## src/rtl/commit_trace.sv

```systemverilog
// commit_trace: retirement trace FIFO and performance counters downstream of the core.
// Define COMMIT_TRACE_TIMESTAMP_EN to store a cycle-count timestamp with each entry.
module commit_trace #(
  parameter int DEPTH = 16,
  parameter int CNT_W = 32
) (
  input  logic                     clk,
  input  logic                     rst,
  input  logic                     en,
  input  logic                     clr,
  input  logic [31:0]              pc_i,
  input  logic [31:0]              instr_i,
  input  logic                     insn_vld_i,
  output logic                     trace_valid,
  input  logic                     trace_ready,
  output logic [31:0]              trace_pc,
  output logic [31:0]              trace_instr,
  output logic [1:0]               trace_kind,
  output logic [CNT_W-1:0]         trace_ts,
  output logic [$clog2(DEPTH):0]   fifo_count,
  output logic                     overflow,
  output logic [CNT_W-1:0]         cycle_cnt,
  output logic [CNT_W-1:0]         instret_cnt,
  output logic [CNT_W-1:0]         illegal_cnt,
  output logic [CNT_W-1:0]         drop_cnt
);
  localparam int AW = $clog2(DEPTH);
  logic [31:0] pc_mem [DEPTH];
  logic [31:0] instr_mem [DEPTH];
  logic [1:0] kind_mem [DEPTH];
  logic [AW-1:0] wr_ptr, rd_ptr;
  logic [AW:0] count;
  logic [31:0] last_pc;
  logic sync_pending, cap, full, pop, push, drop;
  logic [1:0] kind;
  always_comb begin
    cap = en & (~insn_vld_i | sync_pending | (pc_i != last_pc + 32'd4));
    kind = ~insn_vld_i ? 2'b10 : sync_pending ? 2'b00 : 2'b01;
    full = count == (AW+1)'(DEPTH);
    pop = trace_valid & trace_ready;
    push = cap & (~full | pop);
    drop = cap & full & ~pop;
  end
  assign trace_valid = count != '0;
  assign fifo_count = count;
  assign trace_pc = pc_mem[rd_ptr];
  assign trace_instr = instr_mem[rd_ptr];
  assign trace_kind = kind_mem[rd_ptr];
  always_ff @(posedge clk) begin
    if (rst) begin
      wr_ptr <= '0;
      rd_ptr <= '0;
      count <= '0;
      last_pc <= '0;
      sync_pending <= 1'b1;
      overflow <= 1'b0;
      cycle_cnt <= '0;
      instret_cnt <= '0;
      illegal_cnt <= '0;
      drop_cnt <= '0;
    end else begin
      wr_ptr <= wr_ptr + AW'(push);
      rd_ptr <= rd_ptr + AW'(pop);
      count <= count + (AW+1)'(push) - (AW+1)'(pop);
      last_pc <= en ? pc_i : last_pc;
      // An illegal capture must not consume the pending sync point
      sync_pending <= ~en | (sync_pending & ~insn_vld_i);
      overflow <= ~clr & (overflow | drop);
      cycle_cnt <= clr ? '0 : cycle_cnt + CNT_W'(en);
      instret_cnt <= clr ? '0 : instret_cnt + CNT_W'(en & insn_vld_i);
      illegal_cnt <= clr ? '0 : illegal_cnt + CNT_W'(en & ~insn_vld_i);
      drop_cnt <= clr ? '0 : drop_cnt + CNT_W'(drop);
    end
  end
  always_ff @(posedge clk) begin
    if (push) begin
      pc_mem[wr_ptr] <= pc_i;
      instr_mem[wr_ptr] <= instr_i;
      kind_mem[wr_ptr] <= kind;
    end
  end
`ifdef COMMIT_TRACE_TIMESTAMP_EN
  logic [CNT_W-1:0] ts_mem [DEPTH];
  always_ff @(posedge clk) begin
    if (push) ts_mem[wr_ptr] <= cycle_cnt;
  end
  assign trace_ts = ts_mem[rd_ptr];
`else
  assign trace_ts = '0;
`endif
endmodule

```

## config.mk

```make
export PLATFORM = sky130hd
export DESIGN_NAME = commit_trace
export DESIGN_NICKNAME = d
export VERILOG_FILES = /design/src/rtl/commit_trace.sv
export SDC_FILE = /design/constraint.sdc
export NUM_CORES = 1
export LEC_CHECK = 0
export ABC_CLOCK_PERIOD_IN_PS = 15550
export CORE_MARGIN = 1
export CORE_UTILIZATION = 66
export CTS_BUF_LIST = sky130_fd_sc_hd__clkbuf_4
export DETAILED_ROUTE_END_ITERATION = 6
export PLACE_DENSITY = 0.84
export SLEW_MARGIN = 10
export SYNTH_ARGS = -nofsm -noshare
export SYNTH_HDL_FRONTEND = slang
export SYNTH_SLANG_ARGS = --single-unit
export TNS_END_PERCENT = 20
```

## constraint.sdc

```tcl
create_clock -name clk -period 15.55 [get_ports clk]
set_clock_uncertainty 0.15 [all_clocks]
set_input_delay 3.11 -clock clk [delete_from_list [all_inputs] [get_ports clk]]
set_output_delay 3.11 -clock clk [all_outputs]
set_load 0.005 [all_outputs]
```

==> summary.txt, run 1 <==
Detailed Place HPWL -> 61,000 µm
drt total wl -> 115,000 µm
clk slew on worst S/H paths -> 0.06 ns
Place WS -> 7.29 ns
Cell Area, Placed -> 52,000 µm²
post-CTS setup buffer count -> 0
Netlist cell types -> 59
FP Rows -> 98
IO Port Bufs -> 270
Sw Share -> 24.4%
CTS tree -> built
Comb power frac -> 16.6%
final instance area -> 55,900 µm²
Setup WS post-layout -> 6.34 ns
CTS Hold Buffers Added -> 0
layout cell share with drive strength beyond 1 -> 28.0%
DRC viols -> 0
Avg Inst Size Synth -> 19.5 µm²
final non-filler cell total -> 4,167
Slew @ Worst Pin -> 1.16 ns
EDFF count, synth -> 1,056
DR WL/cell -> 27.6 µm
largest fanout on the critical path -> 91
DP Cell Count -> 3,634
hold path endpoint -> overflow
max incr delay on CP -> 0.90 ns
I/O Pins -> 303
r2r startpoint -> last_pc[5]
Synth area leaders -> edfxtp_1 66%, mux4_2 15%, dfxtp_1 7.3%
gr usage total -> 31.8%
endpoints failing hold -> 0
Tcrit/Tclk final -> 59.2%
Synth Cell Area -> 48,100 µm²
average vias per placed instance -> 6.36
Max-Cap Viols -> 0
total clock sinks -> 1,231
asr flop ratio synth -> 0%
RSZ-0062 raised after global routing -> no
worst hold path class -> reg -> reg
result of the run -> finished, final reports clean
pwr/cell area -> 139 nW/µm²
CP arrival -> 5.95 ns
first-pass GRT wire length -> 171,000 µm
initial antenna violation count -> 6
Die H -> 272 µm
Final min period -> 9.21 ns
Slew Limit Fails -> 0
area grow syn2layout -> 16.1%
Initial Utilization -> 67.0%
hold_sp -> overflow
share of the synthesized area in the top cell type -> 65.9%
first-iteration detailed-routing DRC count -> 2,658
Req. time, crit path -> 12.29 ns
Final setup viols -> 0
Flop pwr share -> 48.2%
CTS buffer count -> 313
chip width -> 272 µm
core area -> 71,900 µm²
critical path cell sequence -> buf_4, buf_12, buf_4, mux4_2, mux4_2, clkdlybuf4s50_1
CTS root buffer -> clkbuf_4
Cells on Worst Hold Path -> 2
CP startpoint kind -> flop
Critical path buffers and inverters -> 4
Layout Nets -> 3,089
highest-count cells in the layout ignoring fill and taps -> 1,056 x edfxtp_1, 465 x clkbuf_4, 330 x mux4_2, 268 x clkdlybuf4s50_1, 176 x nor2_1
post-synth top area cell -> edfxtp_1
Worst Setup Path Type -> reg -> out
Die ar. -> 74,000 µm²
first drt pass iteration count -> 5
number of routed nets with antenna violations -> 0
Resized cells post-CTS -> 0
clock power share -> 35.2%
flops & latches, synth -> 1,231
Clock Path Buffers -> 4
synth warn -> 0
peak supply drop -> 0.000121 V
internal reg-to-reg setup slack -> 10.27 ns
Fmax achieved -> 109 MHz
Worst R2R End -> drop_cnt[28]
synthesized instance count -> 2,473
FF-to-FF path depth -> 16
family with the most delay on the worst path -> buffers and inverters
Psw -> 1.89 mW
Slew Limit Headroom -> 22.8%
ys flop type -> edfxtp_1
number of global-route vias before repair -> 28.0k
Crit. End Element -> output pin
Clock Latency Late Sink -> 1.13 ns
Pint -> 5.86 mW
GPL Wtd Cong -> 0.884
Slowest-stage cell, CP -> dfxtp_4
grt ovf -> 0
setup TNS -> 0 ns
pin count of the biggest net entering global routing -> 108
via count of the routed design -> 26.5k
htree depth -> 5
share of the yosys chip area belonging to registers -> 73.2%
hold slack -> 0.308 ns
Pleak -> 18.0 nW
commonest non-fill, non-tap cell in the layout -> edfxtp_1
==> worst reg2reg max path, delay by kind of cell (launching register included) <==
family | cells | cell delay (ns)
buf+inv | 1 | 0.24
xor+xnor | 1 | 0.16
simple gates | 12 | 3.59
fa+ha+maj | 2 | 0.57
flops | 1 | 0.46
==> state kept, by name, summed over array words and instances, names as in the netlist <==
| register | cells |
|---|---|
| instret_cnt | 32 |
| instr_mem | 512 |
| pc_mem | 512 |
| fifo_count | 5 |
| wr_ptr | 4 |
| last_pc | 32 |
| sync_pending | 1 |
| kind_mem | 32 |
| drop_cnt | 32 |
| cycle_cnt | 32 |
| illegal_cnt | 32 |
| overflow | 1 |
| rd_ptr | 4 |
==> per-stage QoR <==
stage	utilization, %	power, mW
floorplan	-	4.64
global placement	72.3	5.04
detailed placement	72.3	5.09
CTS	77.8	7.82
global route	77.8	8.05
finish	77.8	7.75
==> power by group through the flow <==
stage | Clock (mW) | Combinational (mW) | Sequential (mW)
floorplan | 0 | 0.882 | 3.76
global placement | 0 | 1.24 | 3.80
detailed placement | 0 | 1.28 | 3.81
CTS | 2.78 | 1.30 | 3.74
global route | 2.95 | 1.36 | 3.75
finish | 2.73 | 1.29 | 3.74
==> how the worst max path moves through the flow <==
stage | from | to | slack, ns | cells after the start
floorplan | pc_i[27] | instr_mem[10][0] | 4.20 | 7
global placement | rd_ptr[0] | trace_instr[9] | 7.36 | 6
detailed placement | rd_ptr[0] | trace_instr[9] | 7.29 | 6
CTS | rd_ptr[0] | trace_pc[19] | 6.08 | 6
global route | rd_ptr[0] | trace_pc[19] | 5.80 | 6
finish | rd_ptr[0] | trace_pc[19] | 6.34 | 6
==> Yosys cell counts (all sizes together) (2+ instances only) <==
master     n
edfxtp  1056
mux4     330
nor2     176
dfxtp    175
xor2      81
clkbuf    76
buf       65
xnor2     65
nand3     57
nand2     56
nand4     37
mux2i     32
a21oi     29
nor4      29
and3      25
o21ai     25
or3       23
inv       22
ha        19
nor3      15
and2      14
and4      11
nor2b      9
nand2b     7
or2        7
or4        5
a31oi      3
a211oi     2
a41oi      2
nand3b     2
==> layout make-up <==
| type | count | area, µm² |
|---|---|---|
| Multi-Input combinational cell | 1110 | 12400 |
| Antenna cell | 7 | 17.5 |
| Fill cell | 3841 | 16000 |
| Sequential cell | 1231 | 35200 |
| Clock buffer | 465 | 3490 |
| Clock inverter | 61 | 418 |
| Inverter | 22 | 82.6 |
| Tap cell | 950 | 1190 |
| Timing Repair Buffer | 321 | 3090 |
==> metal layers <==
layer	vias to the layer above	part of all wire [%]	track usage, %
li1	11100	-	-
met1	13500	35	39.9
met2	1629	52	53.5
met3	250	10	8.68
met4	4	2.7	12.0
met5	-	0.024	0
==> logic make-up (layout without fill, tap and decap cells) <==
| kind of cell | count (synthesis) | count (layout) | share of synthesized area, % |
|---|---|---|---|
| DFF | 1231 | 1231 | 73.2 |
| AOI/OAI and AO/OA | 72 | 72 | 0.874 |
| xor gates and xnor gates | 146 | 146 | 2.66 |
| adders and majority gates | 20 | 20 | 0.536 |
| buffers and inverters | 163 | 869 | 1.56 |
| and+or+nand+nor | 477 | 477 | 5.07 |
| muxes | 363 | 363 | 16.1 |
| other | 1 | 39 | 0.00779 |
No activity file was read; power rests on OpenSTA's default activity.
==> run 2: changes to the inputs <==
Settings changed: ABC_CLOCK_PERIOD_IN_PS 15550 to 9110, CORE_UTILIZATION 66 to 61, PLACE_DENSITY 0.84 to 0.79.
Clock period 15.55 ns to 9.11 ns, I/O delays scaled along.
==> run 2 against run 1 <==
- combinational power increased by 67%
- wire length down 7.1%
- sequential share of layout area shrank 0.10 points
- flip-flop and latch count unchanged
- global-route usage shrank 4.3 points
- first-iteration DRC count shrank 18%
==> summary.txt, run 2 (same netlist as run 1, synthesis figures left out) <==
number of global-route vias before repair -> 27.3k (-2.6%)
Worst Setup Path Type -> reg -> out
Cell Area, Placed -> 52,100 µm² (+0.22%)
CTS root buffer -> clkbuf_4
Crit path depth -> 4 (-2)
Detailed Place HPWL -> 57,200 µm (-6.1%)
Slew Limit Fails -> 0 (unchanged)
clk slew on worst S/H paths -> 0.07 ns (about the same)
fill cell total of the finished layout -> 4,545 (+18%)
core area -> 77,700 µm² (+8.2%)
CTS Hold Buffers Added -> 0 (unchanged)
commonest non-fill, non-tap cell in the layout -> edfxtp_1
initial antenna violation count -> 7 (+1)
family with the most delay on the worst path -> buffers and inverters
result of the run -> finished, final reports clean
endpoints failing hold -> 0 (unchanged)
Clock Latency Late Sink -> 1.09 ns (-0.04 ns)
max incr delay on CP -> 0.91 ns (about the same)
setup TNS -> 0 ns (unchanged)
total clock sinks -> 1,231 (unchanged)
Critical path buffers and inverters -> 2 (-2)
pwr/cell area -> 233 nW/µm² (+68%)
Layout Nets -> 3,093 (+0.13%)
Clock Path Buffers -> 4 (unchanged)
number of routed nets with antenna violations -> 0 (unchanged)
Final setup viols -> 0 (unchanged)
htree depth -> 5 (unchanged)
crit path from -> rd_ptr[0]
DRC viols -> 0 (unchanged)
DR WL/cell -> 25.1 µm (-9.2%)
FP Rows -> 102 (+4.1%)
Slowest-stage cell, CP -> dfxtp_4
CP startpoint kind -> flop
via count of the routed design -> 25.9k (-2.3%)
worst hold path class -> reg -> reg
FF-to-FF path depth -> 16 (unchanged)
GPL Wtd Cong -> 0.855 (-3.4%)
CTS tree -> built
RSZ-0062 raised after global routing -> no
highest-count cells in the layout ignoring fill and taps -> 1,056 x edfxtp_1, 458 x clkbuf_4, 330 x mux4_2, 268 x clkdlybuf4s50_1, 176 x nor2_1
Resized cells post-CTS -> 0 (unchanged)
pin count of the biggest net entering global routing -> 105 (-2.8%)
critical path cell sequence -> buf_4, mux4_2, mux4_2, clkdlybuf4s50_1
chip width -> 283 µm (+4.0%)
IO Port Bufs -> 270 (unchanged)
Crit. End Element -> output pin
top flop regs -> instr_mem (512), pc_mem (512)
Fmax achieved -> 153 MHz
Max-Cap Viols -> 0 (unchanged)
first-pass GRT wire length -> 160,000 µm (-6.4%)
Initial Utilization -> 61.9% (-5.1 points)
average vias per placed instance -> 6.07 (-4.6%)
final instance area -> 56,000 µm² (+0.16%)
Final min period -> 6.54 ns
area grow syn2layout -> 16.3%
Slew @ Worst Pin -> 1.16 ns (+0.00385 ns)
gr usage total -> 27.5% (-4.3 points)
CP arrival -> 4.57 ns (-1.38 ns)
peak supply drop -> 0.000173 V (+43%)
first drt pass iteration count -> 5 (unchanged)
largest fanout on the critical path -> 45 (-51%)
Die H -> 283 µm (+4.0%)
CTS buffer count -> 322 (+2.9%)
Slew Limit Headroom -> 22.6% (-0.26 points)
I/O Pins -> 303 (unchanged)
drt total wl -> 107,000 µm (-7.1%)
hold slack -> 0.317 ns (+0.00887 ns)
first-iteration detailed-routing DRC count -> 2,190 (-18%)
Cells on Worst Hold Path -> 2 (unchanged)
Pleak -> 17.9 nW (-0.15%)
layout cell share with drive strength beyond 1 -> 27.7% (-0.28 points)
Die ar. -> 80,000 µm² (+8.1%)
hold_sp -> overflow
post-CTS setup buffer count -> 0 (unchanged)
r2r startpoint -> last_pc[5]
grt ovf -> 0 (unchanged)
Req. time, crit path -> 7.14 ns (-5.15 ns)
most used cell, CP -> mux4_2
overall power -> 13.1 mW (+68%)
Tcrit/Tclk final -> 71.8%
run 2: final timing paths:
kind / slack (ns) / endpoint
max: 2.57 / trace_kind[1]
min: 0.32 / overflow
max reg2reg: 4.00 / drop_cnt[28]
min reg2reg: 0.32 / overflow
run 2: area by class of cell:
type                    instances  area, µm²  share of cell area, %
repair buffers                316       3090                   5.52
inverters                      22       82.6                  0.147
flip-flops and latches       1231      35200                   62.9
multi-input cells            1110      12400                   22.1
clock inverters                80        444                  0.793
diodes                          9       22.5                 0.0402
clock buffers                 458       3440                   6.14
well taps                    1040       1300                   2.32
run 2: per-stage QoR:
| step | util (%) | setup slack, ns | instances |
|---|---|---|---|
| global route | 72.0 | 2.24 | 4262 |
| finish | 72.0 | 2.57 | 4266 |
| global placement | 67.0 | 2.39 | 3719 |
| CTS | 72.0 | 2.37 | 4257 |
| detailed placement | 67.0 | 2.34 | 3719 |
| floorplan | - | -0.952 | 2504 |
run 2: report_power, final:
part	switching, mW	leakage [nW]	internal (mW)	total [mW]
combinational	0.911	4.64	1.24	2.15
sequential	0.132	11.0	6.24	6.38
clock	2.09	2.33	2.44	4.53
total	3.13	17.9	9.92	13.1
run 2: metal layers:
layer / global-route usage (%) / part of all wire, % / up-vias
met1: 35.6 / 38 / 13400
met5: 0 / 0.046 / -
met4: 9.15 / 2.1 / 8
met2: 45.8 / 51 / 1196
met3: 7.13 / 8.3 / 191
li1: - / - / 11200
run 2: worst register-to-register path, stage by stage, from the launching register on:
cell     delay [ns]
dfxtp_1        0.45
nand4_1        0.50
or4_1          0.85
or3_1          0.42
and4b_1        0.22
nand4_1        0.14
nor4_4         0.06
buf_4          0.24
nor2_1         0.13
ha_1           0.25
ha_1           0.28
nand3_1        0.11
nor2_1         0.36
nand4_1        0.28
nor3_1         0.29
xnor2_1        0.17
nor2_1         0.06
==> run 3: changes to the inputs <==
Settings changed: ABC_CLOCK_PERIOD_IN_PS 9110 to 5400, CORE_UTILIZATION 61 to 55, PLACE_DENSITY 0.79 to 0.75.
Clock period 9.11 ns to 5.4 ns, I/O delays scaled along.
==> run 3 against run 2 <==
- register-to-register slack worse by 3.3 ns
- wire length up 2.0%
- worst hold slack worse by 0.086 ns
- core utilization down 6.0 points
- flip-flop and latch count unchanged
- sequential share of layout area down 1.4 points
- global-route usage down 2.7 points
==> summary.txt, run 3 (same netlist as run 1, synthesis figures left out) <==
Worst Setup Path Type -> reg -> out
area grow syn2layout -> 19.0%
worst hold path class -> in -> reg
Tcrit/Tclk final -> 95.6%
Die ar. -> 88,700 µm² (+11%)
RSZ-0062 raised after global routing -> no
Place WS -> 0.152 ns (-2.19 ns)
first-iteration detailed-routing DRC count -> 2,424 (+11%)
clk slew on worst S/H paths -> 0.06 ns (about the same)
Crit. End Element -> output pin
gr usage total -> 24.8% (-2.7 points)
htree depth -> 5 (unchanged)
Setup WS post-layout -> 0.239 ns (-2.33 ns)
largest fanout on the critical path -> 53 (+18%)
DR WL/cell -> 24.6 µm (-1.9%)
Slew Limit Headroom -> 19.6% (-3.0 points)
core area -> 86,800 µm² (+12%)
average vias per placed instance -> 5.89 (-3.0%)
fill cell total of the finished layout -> 5,736 (+26%)
endpoints failing hold -> 0 (unchanged)
Final min period -> 5.16 ns
Max-Cap Viols -> 0 (unchanged)
peak supply drop -> 0.000214 V (+24%)
result of the run -> finished, final reports clean
number of global-route vias before repair -> 27.4k (+0.58%)
Slew Limit Fails -> 0 (unchanged)
IO Port Bufs -> 270 (unchanged)
Clock Path Buffers -> 4 (unchanged)
first drt pass iteration count -> 6 (+1)
CTS tree -> built
pwr/cell area -> 391 nW/µm² (+68%)
initial antenna violation count -> 7 (unchanged)
first-pass GRT wire length -> 163,000 µm (+1.8%)
Clock Latency Late Sink -> 1.12 ns (+0.03 ns)
CTS root buffer -> clkbuf_4
CP startpoint kind -> flop
Cells on Worst Hold Path -> 3 (+1)
I/O Pins -> 303 (unchanged)
Die H -> 298 µm (+5.3%)
highest-count cells in the layout ignoring fill and taps -> 1,056 x edfxtp_1, 450 x clkbuf_4, 330 x mux4_2, 268 x clkdlybuf4s50_1, 176 x nor2_1
CP arrival -> 3.93 ns (-0.64 ns)
global routing usage on met1 -> 32.2% (-3.3 points)
Detailed Place HPWL -> 60,800 µm (+6.3%)
layout cell share with drive strength beyond 1 -> 29.2% (+1.4 points)
number of routed nets with antenna violations -> 0 (unchanged)
Fmax achieved -> 194 MHz
Final setup viols -> 0 (unchanged)
CTS buffer count -> 319 (-0.93%)
met2 Use GR -> 40.7% (-5.1 points)
grt ovf -> 0 (unchanged)
Slew @ Worst Pin -> 1.20 ns (+0.0362 ns)
Layout Nets -> 3,159 (+2.1%)
DRC viols -> 0 (unchanged)
FF-to-FF path depth -> 10 (-6)
Resized cells post-CTS -> 0 (unchanged)
via count of the routed design -> 26.1k (+0.88%)
commonest non-fill, non-tap cell in the layout -> edfxtp_1
total clock sinks -> 1,231 (unchanged)
Top Usage Layer GRT -> met2
GPL Wtd Cong -> 0.882 (+3.1%)
grt met3 use -> 7.07% (-0.064 points)
FP Rows -> 108 (+5.9%)
Initial Utilization -> 55.5% (-6.4 points)
top flop regs -> instr_mem (512), pc_mem (512)
drt total wl -> 109,000 µm (+2.0%)
setup TNS -> 0 ns (unchanged)
pin count of the biggest net entering global routing -> 80 (-24%)
Req. time, crit path -> 4.17 ns (-2.97 ns)
Pleak -> 18.4 nW (+2.6%)
chip width -> 298 µm (+5.3%)
internal reg-to-reg setup slack -> 0.68 ns (-3.32 ns)
run 3: power by group:
part	leakage [nW]	internal (mW)	switching (mW)
combinational	5.09	2.27	1.71
clock	2.34	4.20	3.54
sequential	11.0	10.5	0.138
total	18.4	17.0	5.39
run 3: routing by layer:
layer / part of all wire, % / vias to the layer above
met5: 0.065 / -
met2: 50 / 1281
met4: 1.8 / 12
li1: - / 11300
met1: 39 / 13400
met3: 9.5 / 157
run 3: layout make-up:
type / count / area [µm²] / area share, %
clock inverters: 82 / 539 / 0.942
repair buffers: 385 / 4060 / 7.08
diodes: 2 / 5.00 / 0.00874
multi-input cells: 1110 / 12500 / 21.9
flip-flops and latches: 1231 / 35200 / 61.5
clock buffers: 450 / 3380 / 5.90
inverters: 22 / 82.6 / 0.144
well taps: 1155 / 1450 / 2.52
run 3: worst paths after layout:
check / startpoint / endpoint
worst max-delay path: rd_ptr[1] / trace_pc[26]
worst min-delay path: en / sync_pending
worst max register to register: last_pc[5] / kind_mem[2][0]
worst min register to register: overflow / overflow
run 3: critical path, cell delays in order, from the launching register on:
cell	delay, ns
dfxtp_4	0.99
buf_12	0.40
mux4_2	0.36
mux4_2	0.55
clkdlybuf4s50_1	0.48
run 3: through the flow:
step | hold WS (ns) | power (mW) | utilization [%] | cell area (µm²) | cells
floorplan | 0.290 | 13.4 | - | 48300 | 2504
global placement | 0.299 | 14.8 | 61.3 | 53200 | 3890
detailed placement | 0.309 | 14.8 | 61.3 | 53200 | 3890
CTS | 0.117 | 22.6 | 65.9 | 57100 | 4422
global route | 0.160 | 23.4 | 66.0 | 57300 | 4436
finish | 0.231 | 22.4 | 66.0 | 57300 | 4437
run 3: repair_timing:
action | CTS | global route
hold buffers | 0 | 0
buffers inserted | 0 | 13
endpoints found under the setup margin | 0 | 4
endpoints found under the hold margin | 0 | 0
